===== src/rtl/vga_pkg.sv =====
// Shared raster constants and types for the VGA frame-buffer scan-out.
// The defaults describe 640x480@60 Hz with a 25 MHz pixel clock.
package vga_pkg;

    localparam int DEF_H_VIS  = 640;
    localparam int DEF_H_FP   = 16;
    localparam int DEF_H_SYNC = 96;
    localparam int DEF_H_BP   = 48;
    localparam int DEF_V_VIS  = 480;
    localparam int DEF_V_FP   = 10;
    localparam int DEF_V_SYNC = 2;
    localparam int DEF_V_BP   = 33;

    localparam int H_TOTAL      = DEF_H_VIS + DEF_H_FP + DEF_H_SYNC + DEF_H_BP;
    localparam int V_TOTAL      = DEF_V_VIS + DEF_V_FP + DEF_V_SYNC + DEF_V_BP;
    localparam int H_SYNC_START = DEF_H_VIS + DEF_H_FP;
    localparam int H_SYNC_END   = H_SYNC_START + DEF_H_SYNC;
    localparam int V_SYNC_START = DEF_V_VIS + DEF_V_FP;
    localparam int V_SYNC_END   = V_SYNC_START + DEF_V_SYNC;

    localparam int WORDS_PER_LINE = DEF_H_VIS / 32;
    localparam int FB_WORDS       = WORDS_PER_LINE * DEF_V_VIS;

    // 10 bits covers both the 800-pixel line and the 525-line frame.
    localparam int CNT_W = 10;

    typedef struct packed {
        logic [3:0] r;
        logic [3:0] g;
        logic [3:0] b;
    } t_rgb;

endpackage


===== src/rtl/vga_timing_gen.sv =====
// Raster counters plus combinational visible/sync/frame-origin decode.
// All outputs describe the current counter position (pipeline stage 0).
module vga_timing_gen
    import vga_pkg::*;
#(
    parameter int H_VIS  = DEF_H_VIS,
    parameter int H_FP   = DEF_H_FP,
    parameter int H_SYNC = DEF_H_SYNC,
    parameter int H_BP   = DEF_H_BP,
    parameter int V_VIS  = DEF_V_VIS,
    parameter int V_FP   = DEF_V_FP,
    parameter int V_SYNC = DEF_V_SYNC,
    parameter int V_BP   = DEF_V_BP
) (
    input  logic             clock,
    input  logic             reset,
    output logic [CNT_W-1:0] h_cnt,
    output logic [CNT_W-1:0] v_cnt,
    output logic             vis,
    output logic             hs,
    output logic             vs,
    output logic             first
);

    localparam logic [CNT_W-1:0] H_VIS_C  = CNT_W'(H_VIS);
    localparam logic [CNT_W-1:0] H_LAST   = CNT_W'(H_VIS + H_FP + H_SYNC + H_BP - 1);
    localparam logic [CNT_W-1:0] HS_START = CNT_W'(H_VIS + H_FP);
    localparam logic [CNT_W-1:0] HS_END   = CNT_W'(H_VIS + H_FP + H_SYNC);
    localparam logic [CNT_W-1:0] V_VIS_C  = CNT_W'(V_VIS);
    localparam logic [CNT_W-1:0] V_LAST   = CNT_W'(V_VIS + V_FP + V_SYNC + V_BP - 1);
    localparam logic [CNT_W-1:0] VS_START = CNT_W'(V_VIS + V_FP);
    localparam logic [CNT_W-1:0] VS_END   = CNT_W'(V_VIS + V_FP + V_SYNC);

    logic [CNT_W-1:0] h_cnt_reg;
    logic [CNT_W-1:0] v_cnt_reg;

    always_ff @(posedge clock) begin
        if (reset) begin
            h_cnt_reg <= '0;
            v_cnt_reg <= '0;
        end else if (h_cnt_reg == H_LAST) begin
            h_cnt_reg <= '0;
            v_cnt_reg <= (v_cnt_reg == V_LAST) ? '0 : v_cnt_reg + 1'b1;
        end else begin
            h_cnt_reg <= h_cnt_reg + 1'b1;
        end
    end

    assign h_cnt = h_cnt_reg;
    assign v_cnt = v_cnt_reg;
    assign vis   = (h_cnt_reg < H_VIS_C) && (v_cnt_reg < V_VIS_C);
    // Sync pulses are active low over [START, END).
    assign hs    = !((h_cnt_reg >= HS_START) && (h_cnt_reg < HS_END));
    assign vs    = !((v_cnt_reg >= VS_START) && (v_cnt_reg < VS_END));
    assign first = (h_cnt_reg == '0) && (v_cnt_reg == '0);

endmodule


===== src/rtl/vga_fb_scanout.sv =====
// Reads 1-bpp words from the frame buffer and drives the VGA pins.
// Counter-to-pin latency is two clocks: RAM read stage, then output registers.
module vga_fb_scanout
    import vga_pkg::*;
#(
    parameter int          H_VIS  = DEF_H_VIS,
    parameter int          H_FP   = DEF_H_FP,
    parameter int          H_SYNC = DEF_H_SYNC,
    parameter int          H_BP   = DEF_H_BP,
    parameter int          V_VIS  = DEF_V_VIS,
    parameter int          V_FP   = DEF_V_FP,
    parameter int          V_SYNC = DEF_V_SYNC,
    parameter int          V_BP   = DEF_V_BP,
    parameter logic [11:0] FG_RGB = 12'hFFF,
    parameter logic [11:0] BG_RGB = 12'h000,
    parameter int          ADDR_W = 14
) (
    input  logic              clock,
    input  logic              reset,
    output logic [ADDR_W-1:0] rdaddress,
    input  logic [31:0]       q,
    output logic [3:0]        vga_r,
    output logic [3:0]        vga_g,
    output logic [3:0]        vga_b,
    output logic              vga_hs,
    output logic              vga_vs,
    output logic              de,
    output logic              frame_start
);

    logic [CNT_W-1:0] h_cnt;
    logic [CNT_W-1:0] v_cnt;
    logic             vis0;
    logic             hs0;
    logic             vs0;
    logic             first0;

    vga_timing_gen #(
        .H_VIS (H_VIS),
        .H_FP  (H_FP),
        .H_SYNC(H_SYNC),
        .H_BP  (H_BP),
        .V_VIS (V_VIS),
        .V_FP  (V_FP),
        .V_SYNC(V_SYNC),
        .V_BP  (V_BP)
    ) u_timing (
        .clock(clock),
        .reset(reset),
        .h_cnt(h_cnt),
        .v_cnt(v_cnt),
        .vis  (vis0),
        .hs   (hs0),
        .vs   (vs0),
        .first(first0)
    );

    // Word address = v*20 + h/32, built from shifts so no multiplier is needed.
    logic [ADDR_W-1:0] v_ext;
    logic [ADDR_W-1:0] word_addr;

    assign v_ext     = ADDR_W'(v_cnt);
    assign word_addr = (v_ext << 4) + (v_ext << 2) + ADDR_W'(h_cnt[9:5]);
    assign rdaddress = vis0 ? word_addr : '0;

    // Stage 1: position delayed to line up with the RAM's registered q.
    logic [4:0] phase1_reg;
    logic       vis1_reg;
    logic       hs1_reg;
    logic       vs1_reg;
    logic       first1_reg;

    always_ff @(posedge clock) begin
        if (reset) begin
            phase1_reg <= '0;
            vis1_reg   <= 1'b0;
            hs1_reg    <= 1'b1;
            vs1_reg    <= 1'b1;
            first1_reg <= 1'b0;
        end else begin
            phase1_reg <= h_cnt[4:0];
            vis1_reg   <= vis0;
            hs1_reg    <= hs0;
            vs1_reg    <= vs0;
            first1_reg <= first0;
        end
    end

    // First pixel of a word comes straight from q; the rest from the shifter.
    logic [31:0] shreg_reg;
    logic        pix;

    assign pix = (phase1_reg == '0) ? q[0] : shreg_reg[0];

    // Stage 2: output registers.
    t_rgb rgb_reg;
    logic de_reg;
    logic hs_reg;
    logic vs_reg;
    logic fs_reg;

    always_ff @(posedge clock) begin
        if (reset) begin
            shreg_reg <= '0;
            rgb_reg   <= '0;
            de_reg    <= 1'b0;
            hs_reg    <= 1'b1;
            vs_reg    <= 1'b1;
            fs_reg    <= 1'b0;
        end else begin
            shreg_reg <= (phase1_reg == '0) ? {1'b0, q[31:1]} : {1'b0, shreg_reg[31:1]};
            rgb_reg   <= vis1_reg ? (pix ? FG_RGB : BG_RGB) : 12'h000;
            de_reg    <= vis1_reg;
            hs_reg    <= hs1_reg;
            vs_reg    <= vs1_reg;
            fs_reg    <= first1_reg;
        end
    end

    assign vga_r       = rgb_reg.r;
    assign vga_g       = rgb_reg.g;
    assign vga_b       = rgb_reg.b;
    assign de          = de_reg;
    assign vga_hs      = hs_reg;
    assign vga_vs      = vs_reg;
    assign frame_start = fs_reg;

endmodule


===== config.mk =====
export PLATFORM = sky130hd
export DESIGN_NAME = vga_fb_scanout
export DESIGN_NICKNAME = d
export VERILOG_FILES = /design/src/rtl/vga_pkg.sv /design/src/rtl/vga_timing_gen.sv /design/src/rtl/vga_fb_scanout.sv
export SDC_FILE = /design/constraint.sdc
export NUM_CORES = 1
export LEC_CHECK = 0
export BUFFER_PORTS_ARGS = -buffer_cell sky130_fd_sc_hd__buf_2
export CORE_ASPECT_RATIO = 0.5
export CORE_MARGIN = 4
export CORE_UTILIZATION = 35
export CTS_CLUSTER_SIZE = 30
export DETAILED_ROUTE_END_ITERATION = 6
export SLEW_MARGIN = 15
export SYNTH_ARGS = -nofsm -noshare
export SYNTH_HDL_FRONTEND = slang
export SYNTH_HIERARCHICAL = 1
export SYNTH_SLANG_ARGS = --single-unit

===== constraint.sdc =====
create_clock -name clock -period 4.5 [get_ports clock]
set_clock_uncertainty 0.1 [all_clocks]
set_input_delay 0 -clock clock [delete_from_list [all_inputs] [get_ports clock]]
set_output_delay 0 -clock clock [all_outputs]
set_load 0.1 [all_outputs]

* Yosys cells after proc, flatten, opt, wreduce, memory -nomap -nowiden
Cells that the tools add are included.
** Cells by class
- Add/subtract/negate cells :: 4
- Order comparisons :: 6
- Equality and inequality tests :: 2
- Multiplexer cells :: 5
- Bitwise logic cells :: 1
- Reductions and logical operators :: 11
** Operator list (count)
- $mux 31 :: 1
- $add 10x1->10 const B :: 2
- $eq 10x10->1 const B :: 2
- $logic_not 10->1 :: 2
- $lt 10x10->1 const B :: 2
- $lt 10x9->1 const B :: 2
- $add 14x12->14 :: 1
- $add 14x5->14 :: 1
- $mux 14 :: 1
- $mux 12 :: 1
- $ge 10x10->1 const B :: 1
- $ge 10x9->1 const B :: 1
- $mux 10 :: 1
- $logic_not 5->1 :: 1
- $logic_and 1x1->1 :: 4
- $reduce_or 2->1 :: 2
- $logic_not 1->1 :: 2
- $mux 1 :: 1
- $not 1->1 :: 1
** Storage, ports and cells
- Flip-flop bits (word level) :: 77
- Bits of input ports :: 34
- Output and inout port bits :: 30
- Word-level logic and storage cells :: 44

* Depth between registers and ports, before layout
Gate-level depths: netlist (run 1).
- Word-level depth :: 3
- Depth in mapped cells :: 9
- Mapped depth without buffers :: 9

* Modules after synthesis
Netlist (run 1), hierarchy kept.
** Modules (own cells, without submodules)
- vga_fb_scanout :: times used 1, cells each 262, area an instance 2192.1 µm², sequential area each 900.9 µm²
- vga_timing_gen :: times used 1, cells each 124, area an instance 1049.8 µm², sequential area each 400.4 µm²

* Least setup slack after synthesis (run 1)
Ideal clock, no wire load.
- Kind :: reg-to-output
- From :: register u_timing.h_cnt_reg[9] (netlist: u_timing/h_cnt[9])
- To :: output rdaddress[5]
- Arrival :: 3757 ps
- Required time :: 4400 ps
- Slack :: 643 ps
- Stages on the path, launching flop included :: 6
- Buffers on the path :: 0
- Cells stage by stage :: dfxtp_1 inv_1 fa_1 fa_1 nor2b_1 nor3b_1
** On the way
- Word-level cells in the longest chain between the ends :: 3
- Elaborated cells on any way between the ends :: 4
- Classes of those cells :: 1 x add/sub; 1 x order compare; 1 x mux; 1 x reduce/logical
** Ends and longest elaborated chain
- from (decl) :: RTL line vga_timing_gen.sv:34 : logic [CNT_W-1:0] h_cnt_reg;
- from (signal assigned) :: RTL line vga_timing_gen.sv:45 : h_cnt_reg <= h_cnt_reg + 1'b1;
- branches (longest 2 deep; another with $add 14x5->14)
- $mux 14 (*) :: RTL line vga_fb_scanout.sv:64 : assign rdaddress = vis0 ? word_addr : '0;
- to (decl) :: RTL line vga_fb_scanout.sv:20 : output logic [ADDR_W-1:0] rdaddress,
Every way passes the cells marked *.

* Final worst setup path (run 1)
- From :: register u_timing.v_cnt_reg[2] (netlist: u_timing/v_cnt[2])
- To :: output rdaddress[13]
** On the way
- Word-level cells in the longest chain between the ends :: 3
- Elaborated cells on any way between the ends :: 5
- Classes of those cells :: 2 x add/sub; 1 x order compare; 1 x mux; 1 x reduce/logical
** Ends and longest elaborated chain
- from (decl) :: RTL line vga_timing_gen.sv:35 : logic [CNT_W-1:0] v_cnt_reg;
- from (signal assigned) :: RTL line vga_timing_gen.sv:43 : v_cnt_reg <= (v_cnt_reg == V_LAST) ? '0 : v_cnt_reg + 1'b1;
- $add 14x12->14 / $lt 10x9->1 (equally long branches) :: RTL line vga_fb_scanout.sv:63, vga_timing_gen.sv:51
- $add 14x5->14 / $logic_and 1x1->1 (equally long branches) :: RTL line vga_fb_scanout.sv:63, vga_timing_gen.sv:51
- $mux 14 (*) :: RTL line vga_fb_scanout.sv:64
Every way passes the cells marked *; elsewhere a longest branch is shown, timed or not.

==> flow_summary_export.csv, run 1 <==
group,metric,value,unit
status,status,"finished clean",
placement,postPlaceCellArea,3560,um^2
clocking,cts_max_level,3,
critical_path,regToRegEndpoint,"u_timing/h_cnt[9]",
route,drtPass1Iterations,4,
sta,period_minus_slack,3470,ps
grt,grt_max_degree,53,
clocking,post-cts-setup-buffer-count,0,
synthesis,yosysMostFrequentCell,"nand2_1",
critical_path,startpoint_type,"flip-flop",
route,ant_nets,0,
route,highest_layer,"met4",
pwr,p_per_area,367,nW/um^2
sta,maxSlewHeadroom,0.277,
synthesis,synth_nets,445,
route,drtIter0Drc,110,
floorplan,core_area,8860,um^2
critical_path,cp_data_arrival_time,3370,ps
critical_path,ff2ff_path_depth,5,
worst_hold_path,worstHoldPathType,"input pin to flip-flop",
finish,drive_gt1_frac,0.189,
synthesis,synthesis.area,3240,um^2
clocking,clock_latency,330,ps
pwr,p_total,1.54,mW
floorplan,rows,24,
critical_path,worstSetupPathType,"flip-flop to output port",
grt,grt_pass1_wl,12300,um
synthesis,yosys.area.top_type,"dfxtp_1",
sta,final_hold_viol_count,0,
sta,rsz0062_at_grt,"false",
sta,finalSetupViolCount,0,
synthesis,yosys_warnings,6,
floorplan,initial_core_util,0.366,
pwr,p_int,1.18,mW
floorplan,die_x,144,um
finish,areaGrowthSynthToFinish,29.6,%
finish,largest_reg_flops,31,
synthesis,synthArstFlopShare,0,
clocking,clk_pin_slew,50,ps
synthesis,synth.top_cell.area_share,0.401,
sta,worst_pin_slew,1080,ps
route,viasPerCell,4.65,
floorplan,die_height,76.1,um
run,max_cap_violations,0,
finish,finalNonFillerCells,587,
pwr,p_sw,360,uW
pwr,p_clk_frac,0.488,
pwr,seqPwrFrac,0.402,
route,dr_wl_met2,3080,um
critical_path,endpoint,"rdaddress[13]",
critical_path,end_kind,"output port",
grt,first_global_vias,2714,
clocking,cts_root_buf,"clkbuf_16",
placement,place_congestion,0.809,
route,vias,2728,
placement,io_buffers,63,
clocking,cts_tree,"yes",
synthesis,seq_area_frac_synth,0.401,
synthesis,ys_ff_latch,65,
critical_path,reg2reg_from,"u_timing/h_cnt[0]",
route,post-route-drc-count,0,
critical_path,crit_fanout,10,
synthesis,synth.area.top_cells,"dfxtp_1 40%, ha_1 8.9%, nand2_1 8.6%, a21oi_1 5.9%, xnor2_1 3.2%",
clocking,clockBufferDepth,2,
pwr,ir_drop,137,uV
pwr,power_frac_comb,0.110,
sta,drv_slew,0,
placement,dpl.hpwl,4550,um
synthesis,synth-edff-count,0,
grt,antenna_found_initial,0,
route,met1_length,3560,um
route,routed_wl,7090,um
grt,grt_usage,0.137,
worst_hold_path,hold_path_depth,2,
sta,finalSetupTns,0,ps
synthesis,synth_cells,386,
critical_path,critPathLaunch,"u_timing/v_cnt[2]",
synthesis,synth.avg_cell_area,8.40,um^2
sta,finalCritPeriodShare,0.771,
finish,final_area,4200,um^2
synthesis,ys.flop_type,"dfxtp_1",
critical_path,critPathRequiredTime,4400,ps
placement,dpl.cell_count,539,
floorplan,ioPinCount,64,
pwr,cellLeakagePower,1.89,nW
finish,antennaDiodeCount,0,
clocking,cts.sinks,65,
clocking,cts_made_buffers,9,
finish,fillers,860,
critical_path,r2r_setup_slack,2290,ps
finish,nNetsFinal,524,
synthesis,synthDistinctLibCells,48,
grt,gr-total-overflow,0,
synthesis,synth_commonest_cells,"74 x nand2_1, 65 x dfxtp_1, 38 x a21oi_1",
sta,timing.fmax,288,MHz
pwr,swShare,0.234,
route,routedWlPerCell,12.1,um
finish,final_util,0.474,
floorplan,dieArea,11000,um^2
route,dr_wl_met3,335,um
[metrics by stage]
stage               worst slack (ps)  hold WS, ps
floorplan                        643        -30.9
global placement                1390          149
detailed placement              1400          147
CTS                             1030          184
global route                     771          257
finish                          1030          174
[worst max-delay path: stages (launching register included)]
cell	delay (ps)
dfxtp_1	500
inv_1	90
fa_1	500
fa_1	440
and2b_1	240
nor3_1	50
o21ai_0	410
a31oi_1	210
mux2i_1	170
buf_2	440
[cell type report]
type | instances | area (um^2) | share of cell area
well taps | 117 | 146 | 0.0349
repair buffers | 95 | 636 | 0.151
clock buffers | 14 | 264 | 0.0629
multi-input cells | 279 | 1740 | 0.413
inverters | 15 | 56.3 | 0.0134
flip-flops and latches | 65 | 1300 | 0.310
clock inverters | 2 | 60.1 | 0.0143
[power groups by stage]
stage	combinational, mW	clock [mW]	sequential [mW]
after floorplan	0.112	0	0.639
after CTS	0.171	0.773	0.619
final	0.169	0.752	0.619
after global placement	0.149	0	0.630
after detailed placement	0.149	0	0.631
after global routing	0.187	0.803	0.622
[worst min path at each step]
stage,start,endpoint,slack [ps]
global placement,q[8],shreg_reg[7],150
CTS,reset,u_timing/h_cnt[2],180
global route,reset,u_timing/h_cnt[2],260
finish,reset,u_timing/h_cnt[4],170
floorplan,reset,u_timing/h_cnt[6],-30
detailed placement,q[20],shreg_reg[19],150
[logic make-up (layout without fill, tap and decap cells)]
| family | Yosys count | in the layout | synth area share |
|---|---|---|---|
| xor+xnor | 16 | 16 | 0.0432 |
| fa+ha+maj | 25 | 25 | 0.101 |
| flops | 65 | 65 | 0.401 |
| compound gates | 64 | 64 | 0.114 |
| simple gates | 170 | 170 | 0.265 |
| mux | 4 | 4 | 0.0124 |
| buf+inv | 42 | 126 | 0.0629 |
[what timing repair did]
item | 4_1_cts | 5_1_grt
endpoints found under the hold margin | 32 | 0
hold buffers | 32 | 0
gates resized for setup | 0 | 0
[cells in the final DEF (no fill, tap or decap), types with 5 or more instances in the layout]
cell type | Yosys | layout
nand2_1 | 74 | 74
inv_1 | 15 | 15
o21ai_0 | 11 | 11
clkbuf_16 | 0 | 9
or3_1 | 5 | 5
and2_1 | 9 | 9
dlygate4sd3_1 | 0 | 32
nand3_1 | 8 | 8
buf_2 | 4 | 63
nor2b_1 | 11 | 11
nor4_1 | 5 | 5
nor3_1 | 9 | 9
ha_1 | 23 | 23
xnor2_1 | 12 | 12
a21oi_1 | 38 | 38
nor2_1 | 21 | 21
dfxtp_1 | 65 | 65
[per-layer routing]
| layer | GRT usage | vias up |
|---|---|---|
| li1 | - | 1451 |
| met1 | 0.178 | 1214 |
| met2 | 0.212 | 54 |
| met3 | 0.0395 | 9 |
| met4 | 0.0583 | 0 |
| met5 | 0 | - |
Note: power is estimated with default switching activity, not from simulation.
==> run 2, diff against run 1 <==
==> constraint.sdc (replaced) <==
create_clock -name clock -period 3.5 [get_ports clock]
set_clock_uncertainty 0.1 [all_clocks]
set_input_delay 0 -clock clock [delete_from_list [all_inputs] [get_ports clock]]
set_output_delay 0 -clock clock [all_outputs]
set_load 0.1 [all_outputs]
==> flow_summary_export.csv, run 2 (synthesized netlist as in run 1, its figures left out) <==
group,metric,value,unit
status,status,"finished clean",
route,post-route-drc-count,0,
critical_path,cp_cell_sequence,"inv_1 -> fa_1 -> inv_1 -> ha_1 -> a211oi_2 -> o21bai_1 -> a221oi_2 -> xnor2_1 -> and2_1 -> clkbuf_4",
pwr,cellLeakagePower,1.87,nW
route,ant_nets,0,
route,drtIter0Drc,165,
clocking,post-cts-setup-buffer-count,0,
floorplan,die_x,144,um
floorplan,initial_core_util,0.366,
clocking,cts_root_buf,"clkbuf_16",
route,vias,2733,
critical_path,cp_slowest_cell,"fa_1",
critical_path,critical_path.most_common_cell,"inv_1",
critical_path,crit_fanout,6,
pwr,ir_drop,197,uV
pwr,p_per_area,450,nW/um^2
critical_path,end_kind,"output port",
finish,finalNonFillerCells,588,
placement,dpl.hpwl,4630,um
critical_path,cp_data_arrival_time,3160,ps
sta,final_hold_viol_count,0,
route,drtPass1Iterations,4,
placement,postPlaceCellArea,3580,um^2
floorplan,rows,24,
run,max_cap_violations,0,
grt,grt_usage,0.135,
sta,rsz0062_at_grt,"false",
critical_path,startpoint_type,"flip-flop",
finish,areaGrowthSynthToFinish,29.7,%
sta,whs,198,ps
finish,largest_reg_flops,31,
clocking,cts_max_level,3,
finish,antennaDiodeCount,0,
floorplan,dieArea,11000,um^2
clocking,cts.sinks,65,
clocking,clk_pin_slew,60,ps
critical_path,cpPeakStageDelay,620,ps
grt,antenna_found_initial,1,
sta,drv_slew,0,
route,routedWlPerCell,12.2,um
clocking,cts_made_buffers,9,
floorplan,core_area,8860,um^2
critical_path,cp_num_buf_inv,3,
floorplan,ioPinCount,64,
clocking,clock_latency,320,ps
finish,nNetsFinal,525,
finish,final_common_cell,"nand2_1",
route,routed_wl,7170,um
placement,place_congestion,0.806,
critical_path,critPathRequiredTime,3400,ps
clocking,cts_tree,"yes",
grt,gr-total-overflow,0,
route,viasPerCell,4.65,
grt,grt_pass1_wl,12100,um
finish,final_area,4200,um^2
placement,dpl.cell_count,540,
sta,period_minus_slack,3260,ps
critical_path,path_delay_family,"adder cells",
grt,first_global_vias,2732,
sta,finalSetupTns,0,ps
finish,layout_common_cells,"74 x nand2_1, 65 x dfxtp_1, 59 x buf_2",
sta,maxSlewHeadroom,0.287,
floorplan,die_height,76.1,um
grt,grt_max_degree,53,
sta,finalSetupViolCount,0,
placement,io_buffers,63,
sta,timing.fmax,307,MHz
sta,finalCritPeriodShare,0.930,
critical_path,worstSetupPathType,"flip-flop to output port",
clocking,clockBufferDepth,2,
sta,worst_pin_slew,1070,ps
worst_hold_path,worstHoldPathType,"input pin to flip-flop",
critical_path,r2r_setup_slack,1260,ps
finish,drive_gt1_frac,0.202,
==> run 2: cell types whose count changed in the layout (fill, tap and decap cells not counted), sizes merged <==
cell | before | now
clkinv | 0 | 2
clkinvlp | 0 | 2
bufinv | 2 | 1
clkbuf | 14 | 13
buf | 63 | 62
==> run 2: layout make-up <==
class	instances	area [um^2]
well taps	117	146
clock buffers	11	243
multi-input cells	279	1750
flip-flops and latches	65	1300
fillers	879	4650
clock inverters	5	55.1
repair buffers	96	653
inverters	15	56.3
==> run 2: where the power goes <==
part	leakage (nW)	internal [mW]	switching [mW]
clock network	0.142	0.567	0.311
logic	1.20	0.0738	0.143
registers	0.533	0.781	0.0146
==> run 2: path summary, 6_finish.rpt <==
kind | depth (start not counted) | from | endpoint
worst min register to register | 1 | hs1_reg | vga_hs
worst max-delay path | 10 | u_timing/h_cnt[9] | rdaddress[12]
worst min-delay path | 2 | reset | u_timing/h_cnt[2]
worst max register to register | 5 | u_timing/h_cnt[0] | u_timing/h_cnt[7]
==> run 2: metrics by stage <==
stage | worst slack (ps) | total power, mW | util
after global routing | 15.6 | 1.97 | 0.475
final | 244 | 1.89 | 0.475
after floorplan | 191 | 0.966 | -
after CTS | 73.4 | 1.92 | 0.474
after global placement | 428 | 1.00 | 0.404
after detailed placement | 350 | 1.00 | 0.404
==> run 2: repair_timing <==
| action | CTS | global route |
|---|---|---|
| gates resized for setup | 2 | 3 |
| endpoints found under the setup margin | 2 | 4 |
| hold buffers | 32 | 0 |
| gates cloned | 0 | 0 |
| endpoints found under the hold margin | 32 | 0 |
==> run 2: worst register-to-register path, stage by stage (launching register included) <==
cell and delay [ps]:
dfxtp_1 410, ha_1 330, nand4_4 190, nor3_1 550, or2_0 440, nor2_1 90
==> run 2: metal layers <==
metal | wire length, um | vias up | track usage
met4 | 120 | 2 | 0.0508
met1 | 3630 | 1210 | 0.168
met5 | 13 | - | 0
met2 | 3050 | 62 | 0.216
li1 | - | 1447 | -
met3 | 351 | 12 | 0.0470
